## src/rtl/cpu_trig_gen_if.sv

```systemverilog
`default_nettype none
// ============================================================================
// Module      : cpu_trig_gen_if
// Description : Bundles the CPU-side configuration and request signals and the
//               trigger outputs of cpu_trig_gen.
//               master : CPU register bank side. It drives mode, pulse_len,
//                        period, burst_cnt, write_finished and CPU_trig.
//               slave  : trigger generator side. It drives cpu_flag, busy,
//                        missed and trig_count.
// Revision    : 1.0 - initial release
// ============================================================================
interface cpu_trig_gen_if #(
  parameter int CNT_W = 16
);
  logic [1:0]       mode;
  logic [CNT_W-1:0] pulse_len;
  logic [CNT_W-1:0] period;
  logic [CNT_W-1:0] burst_cnt;
  logic             write_finished;
  logic             CPU_trig;
  logic             cpu_flag;
  logic             busy;
  logic             missed;
  logic [31:0]      trig_count;

  modport master (
    output mode, pulse_len, period, burst_cnt, write_finished, CPU_trig,
    input  cpu_flag, busy, missed, trig_count
  );

  modport slave (
    input  mode, pulse_len, period, burst_cnt, write_finished, CPU_trig,
    output cpu_flag, busy, missed, trig_count
  );
endinterface
`default_nettype wire

```

## src/rtl/cpu_trig_gen.sv

```systemverilog
`default_nettype none
// ============================================================================
// Module      : cpu_trig_gen
// Description : Converts a CPU-written trigger request into a qualified
//               trigger. It supports level-follow, single-pulse and burst
//               modes. It synchronises the request and write-finished inputs,
//               gates triggers on write-finished, flags rejected request
//               edges and counts the triggers it accepts.
// Ports       : clk, rst - clock and synchronous active-high reset
//               bus      - cpu_trig_gen_if.slave (config and request in;
//                          cpu_flag, busy, missed and trig_count out)
// Revision    : 1.0 - initial release
// ============================================================================
module cpu_trig_gen #(
  parameter int CNT_W       = 16,
  parameter int SYNC_STAGES = 2,
  parameter bit GATE_WR     = 1'b1
) (
  input  logic          clk,
  input  logic          rst,
  cpu_trig_gen_if.slave bus
);

  typedef enum logic [1:0] {
    S_IDLE  = 2'd0,
    S_LEVEL = 2'd1,
    S_HIGH  = 2'd2,
    S_LOW   = 2'd3
  } state_t;

  localparam logic [CNT_W-1:0] c_one   = CNT_W'(1);
  localparam logic [CNT_W:0]   c_one_w = (CNT_W+1)'(1);

  logic w_trq;
  logic w_wfq;

  generate
    if (SYNC_STAGES == 0) begin : g_no_sync
      assign w_trq = bus.CPU_trig;
      assign w_wfq = bus.write_finished;
    end else begin : g_sync
      logic [SYNC_STAGES-1:0] r_trq_sh;
      logic [SYNC_STAGES-1:0] r_wfq_sh;
      always_ff @(posedge clk) begin
        if (rst) begin
          r_trq_sh <= '0;
          r_wfq_sh <= '0;
        end else begin
          r_trq_sh[0] <= bus.CPU_trig;
          r_wfq_sh[0] <= bus.write_finished;
          for (int i = 1; i < SYNC_STAGES; i++) begin
            r_trq_sh[i] <= r_trq_sh[i-1];
            r_wfq_sh[i] <= r_wfq_sh[i-1];
          end
        end
      end
      assign w_trq = r_trq_sh[SYNC_STAGES-1];
      assign w_wfq = r_wfq_sh[SYNC_STAGES-1];
    end
  endgenerate

  state_t           r_state;
  logic             r_trq_d;
  logic [CNT_W-1:0] r_len;    // latched effective pulse length
  logic [CNT_W:0]   r_per;    // latched effective period (one bit wider: len+1 may overflow CNT_W)
  logic [CNT_W-1:0] r_hcnt;   // high cycles left in the current pulse, minus one
  logic [CNT_W:0]   r_pcnt;   // cycles left until the next pulse start, minus one
  logic [CNT_W-1:0] r_rem;    // pulses still to issue after the current one
  logic             r_flag;
  logic             r_busy;
  logic             r_missed;
  logic [31:0]      r_trig_cnt;

  logic             w_ok;
  logic             w_rise;
  logic             w_is_level;
  logic [CNT_W-1:0] w_len_eff;
  logic [CNT_W-1:0] w_cnt_eff;
  logic [CNT_W:0]   w_per_min;
  logic [CNT_W:0]   w_per_eff;

  assign w_ok       = GATE_WR ? w_wfq : 1'b1;
  assign w_rise     = w_trq & ~r_trq_d;
  assign w_is_level = (bus.mode == 2'd0) || (bus.mode == 2'd3);
  assign w_len_eff  = (bus.pulse_len == '0) ? c_one : bus.pulse_len;
  assign w_cnt_eff  = (bus.burst_cnt == '0) ? c_one : bus.burst_cnt;
  assign w_per_min  = {1'b0, w_len_eff} + c_one_w;
  assign w_per_eff  = ({1'b0, bus.period} < w_per_min) ? w_per_min : {1'b0, bus.period};

  state_t           w_state_nx;
  logic [CNT_W-1:0] w_len_nx;
  logic [CNT_W:0]   w_per_nx;
  logic [CNT_W-1:0] w_hcnt_nx;
  logic [CNT_W:0]   w_pcnt_nx;
  logic [CNT_W-1:0] w_rem_nx;
  logic             w_accept;
  logic             w_reject;

  always_comb begin
    w_state_nx = r_state;
    w_len_nx   = r_len;
    w_per_nx   = r_per;
    w_hcnt_nx  = r_hcnt;
    w_pcnt_nx  = r_pcnt;
    w_rem_nx   = r_rem;
    w_accept   = 1'b0;
    w_reject   = 1'b0;
    unique case (r_state)
      S_IDLE: begin
        if (w_is_level) begin
          if (w_trq && w_ok) begin
            w_state_nx = S_LEVEL;
            w_accept   = 1'b1;
          end
        end else if (w_rise) begin
          if (w_ok) begin
            // The configuration is captured here and then held for the
            // whole pulse train.
            w_state_nx = S_HIGH;
            w_accept   = 1'b1;
            w_len_nx   = w_len_eff;
            w_per_nx   = w_per_eff;
            w_hcnt_nx  = w_len_eff - c_one;
            w_pcnt_nx  = w_per_eff - c_one_w;
            w_rem_nx   = (bus.mode == 2'd2) ? (w_cnt_eff - c_one) : '0;
          end else begin
            w_reject = 1'b1;
          end
        end
      end
      S_LEVEL: begin
        if (!w_trq || !w_ok) begin
          w_state_nx = S_IDLE;
        end
      end
      S_HIGH: begin
        w_reject  = w_rise;
        // The period counter keeps running through the high phase, so that
        // pulse starts are spaced from start to start.
        w_pcnt_nx = r_pcnt - c_one_w;
        if (r_hcnt == '0) begin
          w_state_nx = (r_rem != '0) ? S_LOW : S_IDLE;
        end else begin
          w_hcnt_nx = r_hcnt - c_one;
        end
      end
      S_LOW: begin
        w_reject = w_rise;
        if (r_pcnt == '0) begin
          w_state_nx = S_HIGH;
          w_rem_nx   = r_rem - c_one;
          w_hcnt_nx  = r_len - c_one;
          w_pcnt_nx  = r_per - c_one_w;
        end else begin
          w_pcnt_nx = r_pcnt - c_one_w;
        end
      end
      default: w_state_nx = S_IDLE;
    endcase
  end

  always_ff @(posedge clk) begin
    if (rst) begin
      r_state    <= S_IDLE;
      r_trq_d    <= 1'b0;
      r_len      <= '0;
      r_per      <= '0;
      r_hcnt     <= '0;
      r_pcnt     <= '0;
      r_rem      <= '0;
      r_flag     <= 1'b0;
      r_busy     <= 1'b0;
      r_missed   <= 1'b0;
      r_trig_cnt <= '0;
    end else begin
      r_state  <= w_state_nx;
      r_trq_d  <= w_trq;
      r_len    <= w_len_nx;
      r_per    <= w_per_nx;
      r_hcnt   <= w_hcnt_nx;
      r_pcnt   <= w_pcnt_nx;
      r_rem    <= w_rem_nx;
      // The outputs are registered from the next state. They change together
      // with the state register and are free of glitches.
      r_flag   <= (w_state_nx == S_HIGH) || (w_state_nx == S_LEVEL);
      r_busy   <= (w_state_nx != S_IDLE);
      r_missed <= w_reject;
      if (w_accept) begin
        r_trig_cnt <= r_trig_cnt + 32'd1;
      end
    end
  end

  assign bus.cpu_flag   = r_flag;
  assign bus.busy       = r_busy;
  assign bus.missed     = r_missed;
  assign bus.trig_count = r_trig_cnt;

endmodule
`default_nettype wire

```

## src/flat_wrapper.sv

```systemverilog
// flat-port wrapper written by rule: the top's interface ports become plain ports
module cpu_trig_gen_flat 
#(
  parameter int CNT_W       = 16,
  parameter int SYNC_STAGES = 2,
  parameter bit GATE_WR     = 1'b1
)
  (clk, rst, bus_mode, bus_pulse_len, bus_period, bus_burst_cnt, bus_write_finished, bus_CPU_trig, bus_cpu_flag, bus_busy, bus_missed, bus_trig_count);
  cpu_trig_gen_if #(.CNT_W(CNT_W)) bus_i ();
  input  logic clk;
  input  logic rst;
  input wire logic [$bits(bus_i.mode)-1:0] bus_mode;
  input wire logic [$bits(bus_i.pulse_len)-1:0] bus_pulse_len;
  input wire logic [$bits(bus_i.period)-1:0] bus_period;
  input wire logic [$bits(bus_i.burst_cnt)-1:0] bus_burst_cnt;
  input wire logic [$bits(bus_i.write_finished)-1:0] bus_write_finished;
  input wire logic [$bits(bus_i.CPU_trig)-1:0] bus_CPU_trig;
  output wire logic [$bits(bus_i.cpu_flag)-1:0] bus_cpu_flag;
  output wire logic [$bits(bus_i.busy)-1:0] bus_busy;
  output wire logic [$bits(bus_i.missed)-1:0] bus_missed;
  output wire logic [$bits(bus_i.trig_count)-1:0] bus_trig_count;
  assign bus_i.mode = bus_mode;
  assign bus_i.pulse_len = bus_pulse_len;
  assign bus_i.period = bus_period;
  assign bus_i.burst_cnt = bus_burst_cnt;
  assign bus_i.write_finished = bus_write_finished;
  assign bus_i.CPU_trig = bus_CPU_trig;
  assign bus_cpu_flag = bus_i.cpu_flag;
  assign bus_busy = bus_i.busy;
  assign bus_missed = bus_i.missed;
  assign bus_trig_count = bus_i.trig_count;
  cpu_trig_gen #(.CNT_W(CNT_W), .SYNC_STAGES(SYNC_STAGES), .GATE_WR(GATE_WR)) u_core (.clk(clk), .rst(rst), .bus(bus_i));
endmodule
```

## config.mk

```make
export PLATFORM = sky130hd
export DESIGN_NAME = cpu_trig_gen_flat
export DESIGN_NICKNAME = d
export VERILOG_FILES = /design/src/rtl/cpu_trig_gen_if.sv /design/src/rtl/cpu_trig_gen.sv /design/src/flat_wrapper.sv
export SDC_FILE = /design/constraint.sdc
export NUM_CORES = 1
export LEC_CHECK = 0
export CELL_PAD_IN_SITES_DETAIL_PLACEMENT = 1
export CELL_PAD_IN_SITES_GLOBAL_PLACEMENT = 1
export CORE_MARGIN = 2
export CORE_UTILIZATION = 39
export DETAILED_ROUTE_END_ITERATION = 16
export GPL_ROUTABILITY_DRIVEN = 1
export GPL_TIMING_DRIVEN = 0
export PLACE_DENSITY_LB_ADDON = 0.12
export RECOVER_POWER = 50
export SYNTH_ARGS = -nofsm -noshare
export SYNTH_HDL_FRONTEND = slang
export SYNTH_SLANG_ARGS = --single-unit
export TNS_END_PERCENT = 50
```

## constraint.sdc

```tcl
create_clock -name clk -period 5.61 [get_ports clk]
set_input_delay 1.122 -clock clk [delete_from_list [all_inputs] [get_ports clk]]
set_output_delay 1.122 -clock clk [all_outputs]
set_load 0.1 [all_outputs]
```

[Word level (Yosys, flattened, before mapping)]
Cells that the tools add are included.
Word-level totals
  register bits: 124
  input bits: 54
  output and inout port bits: 35
  logic and storage cells: 98
Operators by class
  add/sub/neg operators: 10
  magnitude comparators: 1
  equality and inequality tests: 12
  mux-type cells: 38
  bitwise logic cells: 3
  reduce and logical (&&, ||, !) cells: 21
Operator list (number)
  two-way mux 16 bit: 12
  two-way mux 17 bit: 5
  subtractor 16 x 1 -> 16 bit (second input constant): 5
  case mux 17 bit (3 select lines): 1
  subtractor 17 x 1 -> 17 bit (second input constant): 3
  zero test 16 bit: 3
  case mux 16 bit (3 select lines): 1
  adder 32 x 1 -> 32 bit (second input constant): 1
  case mux 16 bit (2 select lines): 1
  adder 16 x 1 -> 17 bit (second input constant): 1
  zero test 17 bit: 1
  less-than comparator 16 x 17 -> 1 bit: 1
  two-way mux 2 bit: 8
  nonzero test 16 bit: 1
  == test 2 bit (second input constant): 5
  two-way mux 1 bit: 8
  case mux 2 bit (4 select lines): 1
  AND reduction 4 bit: 2
  != test 2 x 1 -> 1 bit (second input constant): 3
  AND reduction 6 bit: 1
  AND reduction 5 bit: 1
  == test 2 x 1 -> 1 bit (second input constant): 2
  zero test 2 bit: 2
  != test 2 bit (second input constant): 2
  other kinds (9): 14

[Logic depth before layout (Yosys ltp)]
Gate-level depths: netlist (run 1).
  depth in word-level cells: 10
  gate-level depth with buffers: 18
  mapped depth without buffers: 17

[Least setup slack after synthesis (run 1)]
No wires, ideal clock.
  path kind: input to register
  from: input bus_pulse_len[2]
  to: register u_core.r_pcnt[12]
  setup time: 0.124 ns
  arrival: 5.299 ns
  data required time: 5.486 ns
  path slack: 0.187 ns
  cell stages on the path: 18
  path buffers: 1
  path through: buf_2 > nand4_2 > or2_2 > nor3_1 > xnor2_1 > ha_1 > a211oi_1 > and3b_1 > o2111ai_1 > o21ai_2 > mux2i_1 > ha_1 > nor3b_1 > nand2_1 > or2_2 > xnor2_1 > a211oi_1 > a21oi_1
On the way
  cells in the longest elaborated chain, start to end: 10
Ends and longest elaborated chain
  from (decl): RTL line flat_wrapper.sv:13  | input wire logic [$bits(bus_i.pulse_len)-1:0] bus_pulse_len;
  zero test 16 bit: RTL line cpu_trig_gen.sv:85  | assign w_len_eff = (bus.pulse_len == '0) ? c_one : bus.pulse_len;
  two-way mux 16 bit *: RTL line cpu_trig_gen.sv:85
  adder 16 x 1 -> 17 bit *: RTL line cpu_trig_gen.sv:87  | assign w_per_min = {1'b0, w_len_eff} + c_one_w;
  less-than comparator 16 x 17 -> 1 bit: RTL line cpu_trig_gen.sv:88  | assign w_per_eff = ({1'b0, bus.period} < w_per_min) ? w_per_min : {1'b0, bus.period};
  two-way mux 17 bit *: RTL line cpu_trig_gen.sv:88
  subtractor 17 x 1 -> 17 bit *: RTL line cpu_trig_gen.sv:124  | w_pcnt_nx = w_per_eff - c_one_w;
  two-way mux 17 bit *: RTL line cpu_trig_gen.sv:116  | if (w_ok) begin
  two-way mux 17 bit *: RTL line cpu_trig_gen.sv:115  | end else if (w_rise) begin
  two-way mux 17 bit *: RTL line cpu_trig_gen.sv:110  | if (w_is_level) begin
  case mux 17 bit (3 select lines) *: RTL line cpu_trig_gen.sv:108  | unique case (r_state)
  to (signal assigned): RTL line cpu_trig_gen.sv:181  | r_pcnt <= w_pcnt_nx;
  to (decl): RTL line cpu_trig_gen.sv:67  | logic [CNT_W:0] r_pcnt;
Mark *: on every way between the ends. The rest lies on a longest branch, timed or not. The select of a mux whose other input is x is not followed.
A chain may end at the register's enable or synchronous reset.

[Worst setup path after layout (run 1)]
  from: input bus_pulse_len[4]
  to: register u_core.r_pcnt[6]
The elaborated chain is that of the path after synthesis.

==> summary.txt, run 1 <==
Detailed routing
  – Drc violations: 0
  – Pre-antenna DRT Iters: 5
  – Via density: 5.99
  – Routed Antenna Nets: 0
  – WL/cell: 20.9 um
  – Drt first-iter violations: 560
  – Routed Wire Length: 31.3 mm
  – Total number of vias: 8,968

Global routing
  – Remaining global-route overflow: 0
  – Initial antenna violation count: 0
  – Largest net degree at the start of global routing: 17
  – First-pass GRT wire length: 49.7 mm
  – Vias in the first global route: 9,006
  – Grt met2 use: 0.451
  – Total track usage: 0.268
  – Met3 usage: 0.0442
  – Grt met1 use: 0.348
  – Global-route layer with the greatest usage: met2

Logic synthesis
  – Seq cells post-synth: 124
  – Synth area leaders: dfxtp_1, xnor2_1, nand2_1
  – Syn nets: 1,183
  – Number of unique standard cell types used by synthesis: 76
  – Top cell type's share of synthesized area: 0.291
  – Seq/Total Area, Yosys: 0.291
  – Synthesized cell area: 8520 um2
  – Post-synth EDFFs: 0
  – Cells after synthesis: 1,101
  – Async SR Flop Fraction: 0
  – Leading area contributor after synthesis: dfxtp_1
  – Most used DFF post-synth: dfxtp_1
  – Syn avg cell area: 7.74 um2
  – Yosys warns: 0

Final layout
  – Most frequent cells in the layout: dfxtp_1, nand2_1, nor2_1, a21oi_1, xnor2_1
  – Fillers: 2,719
  – Commonest non-fill, non-tap cell in the layout: dfxtp_1
  – Layout cells sized above 1: 0.0805
  – Inserted Diodes: 0
  – Final instance area: 10,400 um2
  – Nets: 1,287
  – Non-Filler Instances: 1,497
  – Synth-to-Final Area Change: 21.9%
  – FF+latch area: 2480 um2
  – Multi-input logic area: 5730 um2

Critical path
  – CP cell instances: clkdlybuf4s50_1 > nand4_1 > or2_4 > nor3_1 > xnor2_1 > ha_1 > a211oi_2 > and3b_2 > o2111ai_4 > o21ai_4 > mux2i_2 > ha_4 > inv_1 > or4_1 > xor2_1 > mux2i_1 > a21boi_1
  – Reg2reg end: u_core.r_hcnt[0]$_SDFFE_PP0P_
  – R2r worst-path depth: 10
  – R2r setup slk: 1.72 ns
  – CP Capture Type: register
  – CP Class: in -> reg
  – Crit start category: input port
  – CP max stage delay: 0.55 ns
  – Data arrival, critical path: 5.80 ns
  – CP Max Fanout: 7
  – RR Startpoint: u_core.r_pcnt[0]$_SDFFE_PP0P_
  – Critical path's slowest cell: or4_1
  – Worst EP required: 5.91 ns

Floorplanning
  – Core footprint: 21,600 um2
  – Ports: 89
  – Row count: 54
  – Die ar.: 23,000 um2
  – Starting density of the core: 0.394
  – DIE WIDTH: 152 um
  – Die H: 152 um

Timing
  – Final hold violations: 0
  – Setup TNS: 0 ns
  – Final worst-path cycle share: 0.981
  – Final setup violation count: 0
  – Final Critical Period: 5.50 ns
  – Worst Clk Skew: 0.00902 ns
  – Max_slew headroom: -0.0860
  – F_max: 182 MHz
  – Fin Hold WS: 0.451 ns
  – Final Max Slew Viols: 11
  – Tightest Pin Transition: 1.61 ns

Clocking
  – CTS clk-pin slew, worst paths: 0.06 ns
  – H-tree depth: 4
  – Inserted Clock Buffers: 17
  – Hold_buf cts: 0
  – Clk sink count: 124
  – CTS tree: done
  – Maximum buffer depth of the clock tree: 2
  – Worst-Skew Late Latency: 0.42 ns
  – Root buf cell: clkbuf_16

Pwr
  – Leakage: 3.71 nW
  – Peak VDD IR: 0.199 mV
  – Power, Total: 4.29 mW
  – Power Dens Cells: 413 nW/um2

Place
  – Dpl hpwl: 23.1 mm
  – Cell Count Post-Placement: 1,460
  – Gpl congestion: 0.904
  – PortBufs: 79
  – DP Area: 9660 um2

Hold path
  – Hold Path Depth: 1
  – Worst Hold End: u_core.g_sync.r_wfq_sh[1]$_SDFF_PP0_
  – Hold path startpoint: u_core.g_sync.r_wfq_sh[0]$_SDFF_PP0_
  – Hold WC Path Type: reg -> reg

Run status
  – Run status: finished with violations
  – Failing checks: capacitance limit, slew limit

Run
  – Max-capacitance violation count: 1
## worst max path at each step
stage / start / end / slack [ns]
finish: bus_pulse_len[4] / u_core.r_pcnt[6]$_SDFFE_PP0P_ / 0.11
global route: bus_pulse_len[4] / u_core.r_pcnt[12]$_SDFFE_PP0P_ / -0.04
CTS: bus_pulse_len[4] / u_core.r_pcnt[12]$_SDFFE_PP0P_ / 0.03
detailed placement: bus_pulse_len[11] / u_core.r_pcnt[12]$_SDFFE_PP0P_ / -1.58
global placement: bus_pulse_len[7] / u_core.r_pcnt[12]$_SDFFE_PP0P_ / -1.40
floorplan: bus_pulse_len[2] / u_core.r_pcnt[12]$_SDFFE_PP0P_ / 0.19
## per-layer routing
metal / up-vias / share of wire
met3: 50 / 0.038
met1: 4448 / 0.45
met5: - / 0
met4: 0 / 0.027
met2: 196 / 0.48
li1: 4274 / -
## what timing repair did
item | 4_1_cts | 5_1_grt
pin swaps | 2 | 4
setup endpoints to repair | 7 | 6
gates resized for setup | 16 | 10
setup buffers | 5 | 1
## cell usage after synthesis (14+ instances only)
master,n
dfxtp_1,124
nand2_1,116
nor2_1,98
a21oi_1,73
xnor2_1,57
o21ai_0,53
nand3_1,44
clkbuf_1,40
nor3_1,40
xor2_1,37
inv_1,36
ha_1,28
nor4_1,26
nand4_1,25
or3_1,22
buf_2,18
o22ai_1,18
a22o_1,15
and2_1,14
or4_1,14
## cell type report
class / count / share of cell area
Buffer: 62 / 0.0245
Tap cell: 280 / 0.0337
Sequential cell: 124 / 0.239
Inverter: 37 / 0.0134
Timing Repair Buffer: 85 / 0.0799
Clock inverter: 13 / 0.0161
Clock buffer: 18 / 0.0423
Multi-Input combinational cell: 878 / 0.551
## kinds of logic after synthesis
logic type / synth area share
adder cells (fa/ha/maj): 0.0411
flip-flops: 0.291
multiplexers: 0.0210
AO/OA/AOI/OAI: 0.216
buffers and inverters: 0.0463
XOR/XNOR: 0.0966
AND/OR/NAND/NOR: 0.287
## sequential cells by signal, summed over array words and instances, names as in the netlist
register / cells
u_core.bus.trig_count: 32
u_core.r_pcnt: 17
u_core.r_per: 17
u_core.r_hcnt: 16
u_core.r_len: 16
u_core.r_rem: 16
u_core.g_sync.r_trq_sh: 2
u_core.g_sync.r_wfq_sh: 2
u_core.r_state: 2
u_core.bus.busy: 1
u_core.bus.cpu_flag: 1
u_core.bus.missed: 1
u_core.r_trq_d: 1
## power by group
part           internal, mW  switching, mW
logic                 0.683           1.28
registers              1.01          0.154
clock network         0.711          0.450
total                  2.41           1.88
## worst max-delay path: cells and delay by family
family	cells	cell delay, ns
compound gates	4	0.83
xor+xnor	2	0.40
simple gates	5	1.61
mux	2	0.69
buf+inv	2	0.57
fa+ha+maj	2	0.56
## stage by stage
stage / util / worst slack [ns]
finish: 0.480 / 0.107
global route: 0.480 / -0.0384
CTS: 0.479 / 0.0314
detailed placement: 0.447 / -1.58
global placement: 0.447 / -1.40
floorplan: - / 0.187
Note: power is estimated with default switching activity, not from simulation.
==> run 2: changes to the inputs <==
--- a/config.mk
+++ b/config.mk
@@ -13,7 +13,6 @@
 export GPL_ROUTABILITY_DRIVEN = 1
 export GPL_TIMING_DRIVEN = 0
 export PLACE_DENSITY_LB_ADDON = 0.12
-export RECOVER_POWER = 50
 export SYNTH_ARGS = -nofsm -noshare
 export SYNTH_HDL_FRONTEND = slang
 export SYNTH_SLANG_ARGS = --single-unit
==> run 2 against run 1 <==
The flow now finishes without violations; global-route usage unchanged; core utilization up 0.12 points; critical endpoint unchanged; largest cell class unchanged; clock-buffer cell count unchanged; critical path type unchanged; cell area up 0.25%.
==> summary.txt, run 2 (synthesized netlist as in run 1, its figures left out) <==
Critical path
  – Critical path's slowest cell: or4_1
  – Data arrival, critical path: 5.81 ns
  – CP Capture Type: register
  – CP Class: in -> reg
  – CP max stage delay: 0.55 ns
  – Crit start category: input port
  – Worst EP required: 5.91 ns
  – Crit-path leading delay family: simple AND/OR/NAND/NOR gates
  – Bufs and invs on worst path: 2
  – CP Max Fanout: 7
  – CP cell instances: clkdlybuf4s50_1 > nand4_1 > or2_4 > nor3_1 > xnor2_1 > ha_1 > a211oi_2 > and3b_2 > o2111ai_4 > o21ai_4 > mux2i_2 > ha_4 > inv_1 > or4_1 > xor2_1 > mux2i_1 > a21boi_1

Clocking
  – CTS tree: done
  – Root buf cell: clkbuf_16
  – Inserted Clock Buffers: 17
  – CTS clk-pin slew, worst paths: 0.06 ns
  – Hold_buf cts: 0
  – Worst-Skew Late Latency: 0.43 ns
  – H-tree depth: 4
  – Clk sink count: 124
  – Maximum buffer depth of the clock tree: 2

Timing
  – Final setup violation count: 0
  – Final worst-path cycle share: 0.982
  – F_max: 181 MHz
  – Final Critical Period: 5.51 ns
  – Max_slew headroom: 0.263
  – Tightest Pin Transition: 1.09 ns
  – Setup TNS: 0 ns
  – Worst Clk Skew: 0.00850 ns
  – Final Max Slew Viols: 0
  – Final hold violations: 0
  – Fin Hold WS: 0.451 ns

Global routing
  – Met3 usage: 0.0442
  – Remaining global-route overflow: 0
  – Grt met2 use: 0.451
  – Vias in the first global route: 9,006
  – Largest net degree at the start of global routing: 17
  – Total track usage: 0.268
  – Initial antenna violation count: 0
  – First-pass GRT wire length: 49.7 mm
  – Global-route layer with the greatest usage: met2
  – Grt met1 use: 0.348

Place
  – PortBufs: 79
  – Cell Count Post-Placement: 1,460
  – Dpl hpwl: 23.1 mm
  – Gpl congestion: 0.904

Floorplanning
  – Row count: 54
  – Starting density of the core: 0.394
  – Core footprint: 21,600 um2
  – Die H: 152 um
  – Ports: 89
  – DIE WIDTH: 152 um
  – Die ar.: 23,000 um2

Final layout
  – Non-Filler Instances: 1,497
  – Inserted Diodes: 0
  – Layout cells sized above 1: 0.0846
  – Fillers: 2,711
  – Max FFs per register: 32
  – Synth-to-Final Area Change: 22.2%
  – Commonest non-fill, non-tap cell in the layout: dfxtp_1
  – Nets: 1,287
  – Util after Layout: 0.482
  – Most frequent cells in the layout: dfxtp_1, nand2_1, nor2_1, clkdlybuf4s50_1, a21oi_1

Pwr
  – Leakage: 3.60 nW
  – Power Dens Cells: 415 nW/um2
  – Power, Total: 4.32 mW
  – Peak VDD IR: 0.200 mV

Detailed routing
  – WL/cell: 20.9 um
  – Pre-antenna DRT Iters: 5
  – Total number of vias: 8,953
  – Routed Antenna Nets: 0
  – Via density: 5.98
  – Routed Wire Length: 31.3 mm
  – Drt first-iter violations: 568
  – Drc violations: 0

Hold path
  – Hold WC Path Type: reg -> reg

Run
  – Max-capacitance violation count: 0

Run status
  – Run status: finished clean
==> run 2: cell types whose count changed in the layout (fill, tap and decap cells not counted) <==
cell,delta
clkdlybuf4s50_1,+37
dlygate4sd3_1,-37
clkbuf_1,-5
buf_1,+3
buf_2,+2
nand4_1,-1
nand4_2,+1
nor3b_1,-1
nor3b_4,+1
nor4b_1,-1
nor4b_2,+1
==> run 2: power breakdown <==
group | switching (mW) | internal, mW
Clock | 0.449 | 0.711
Sequential | 0.159 | 1.01
Combinational | 1.29 | 0.698
Total | 1.89 | 2.42
==> run 2: path summary, 6_finish.rpt <==
| path | startpoint | endpoint | slack, ns | cells after the start |
|---|---|---|---|---|
| min reg2reg | u_core.g_sync.r_wfq_sh[0]$_SDFF_PP0_ | u_core.g_sync.r_wfq_sh[1]$_SDFF_PP0_ | 0.45 | 1 |
| max reg2reg | u_core.r_pcnt[0]$_SDFFE_PP0P_ | u_core.r_pcnt[2]$_SDFFE_PP0P_ | 2.36 | 9 |
| min | u_core.g_sync.r_wfq_sh[0]$_SDFF_PP0_ | u_core.g_sync.r_wfq_sh[1]$_SDFF_PP0_ | 0.45 | 1 |
| max | bus_pulse_len[4] | u_core.r_pcnt[6]$_SDFFE_PP0P_ | 0.1 | 17 |
==> run 2: layout make-up <==
type                    count  area, um2  share of cell area
multi-input cells         878       5750               0.552
inverters                  37        139              0.0133
well taps                 280        350              0.0336
flip-flops and latches    124       2480               0.238
plain buffers              62        256              0.0246
repair buffers             85        830              0.0797
clock inverters            13        168              0.0161
clock buffers              18        439              0.0422
==> run 2: timing repair <==
action / CTS / global route
endpoints found under the setup margin: 7 / 6
buffers inserted: 5 / 1
pin swaps: 2 / 4
gates resized for setup: 16 / 10
==> run 2: metrics by stage <==
stage	area, um2	setup WS, ns
after CTS	10400	0.0314
after global routing	10400	-0.0384
final	10400	0.0988
after detailed placement	9660	-1.58
after global placement	9660	-1.40
after floorplan	8520	0.187
==> run 2: metal layers <==
metal  share of wire  routed length, um
met5               0                  0
met3           0.035               1100
met1            0.46              14300
met4           0.027                835
met2            0.48              15100
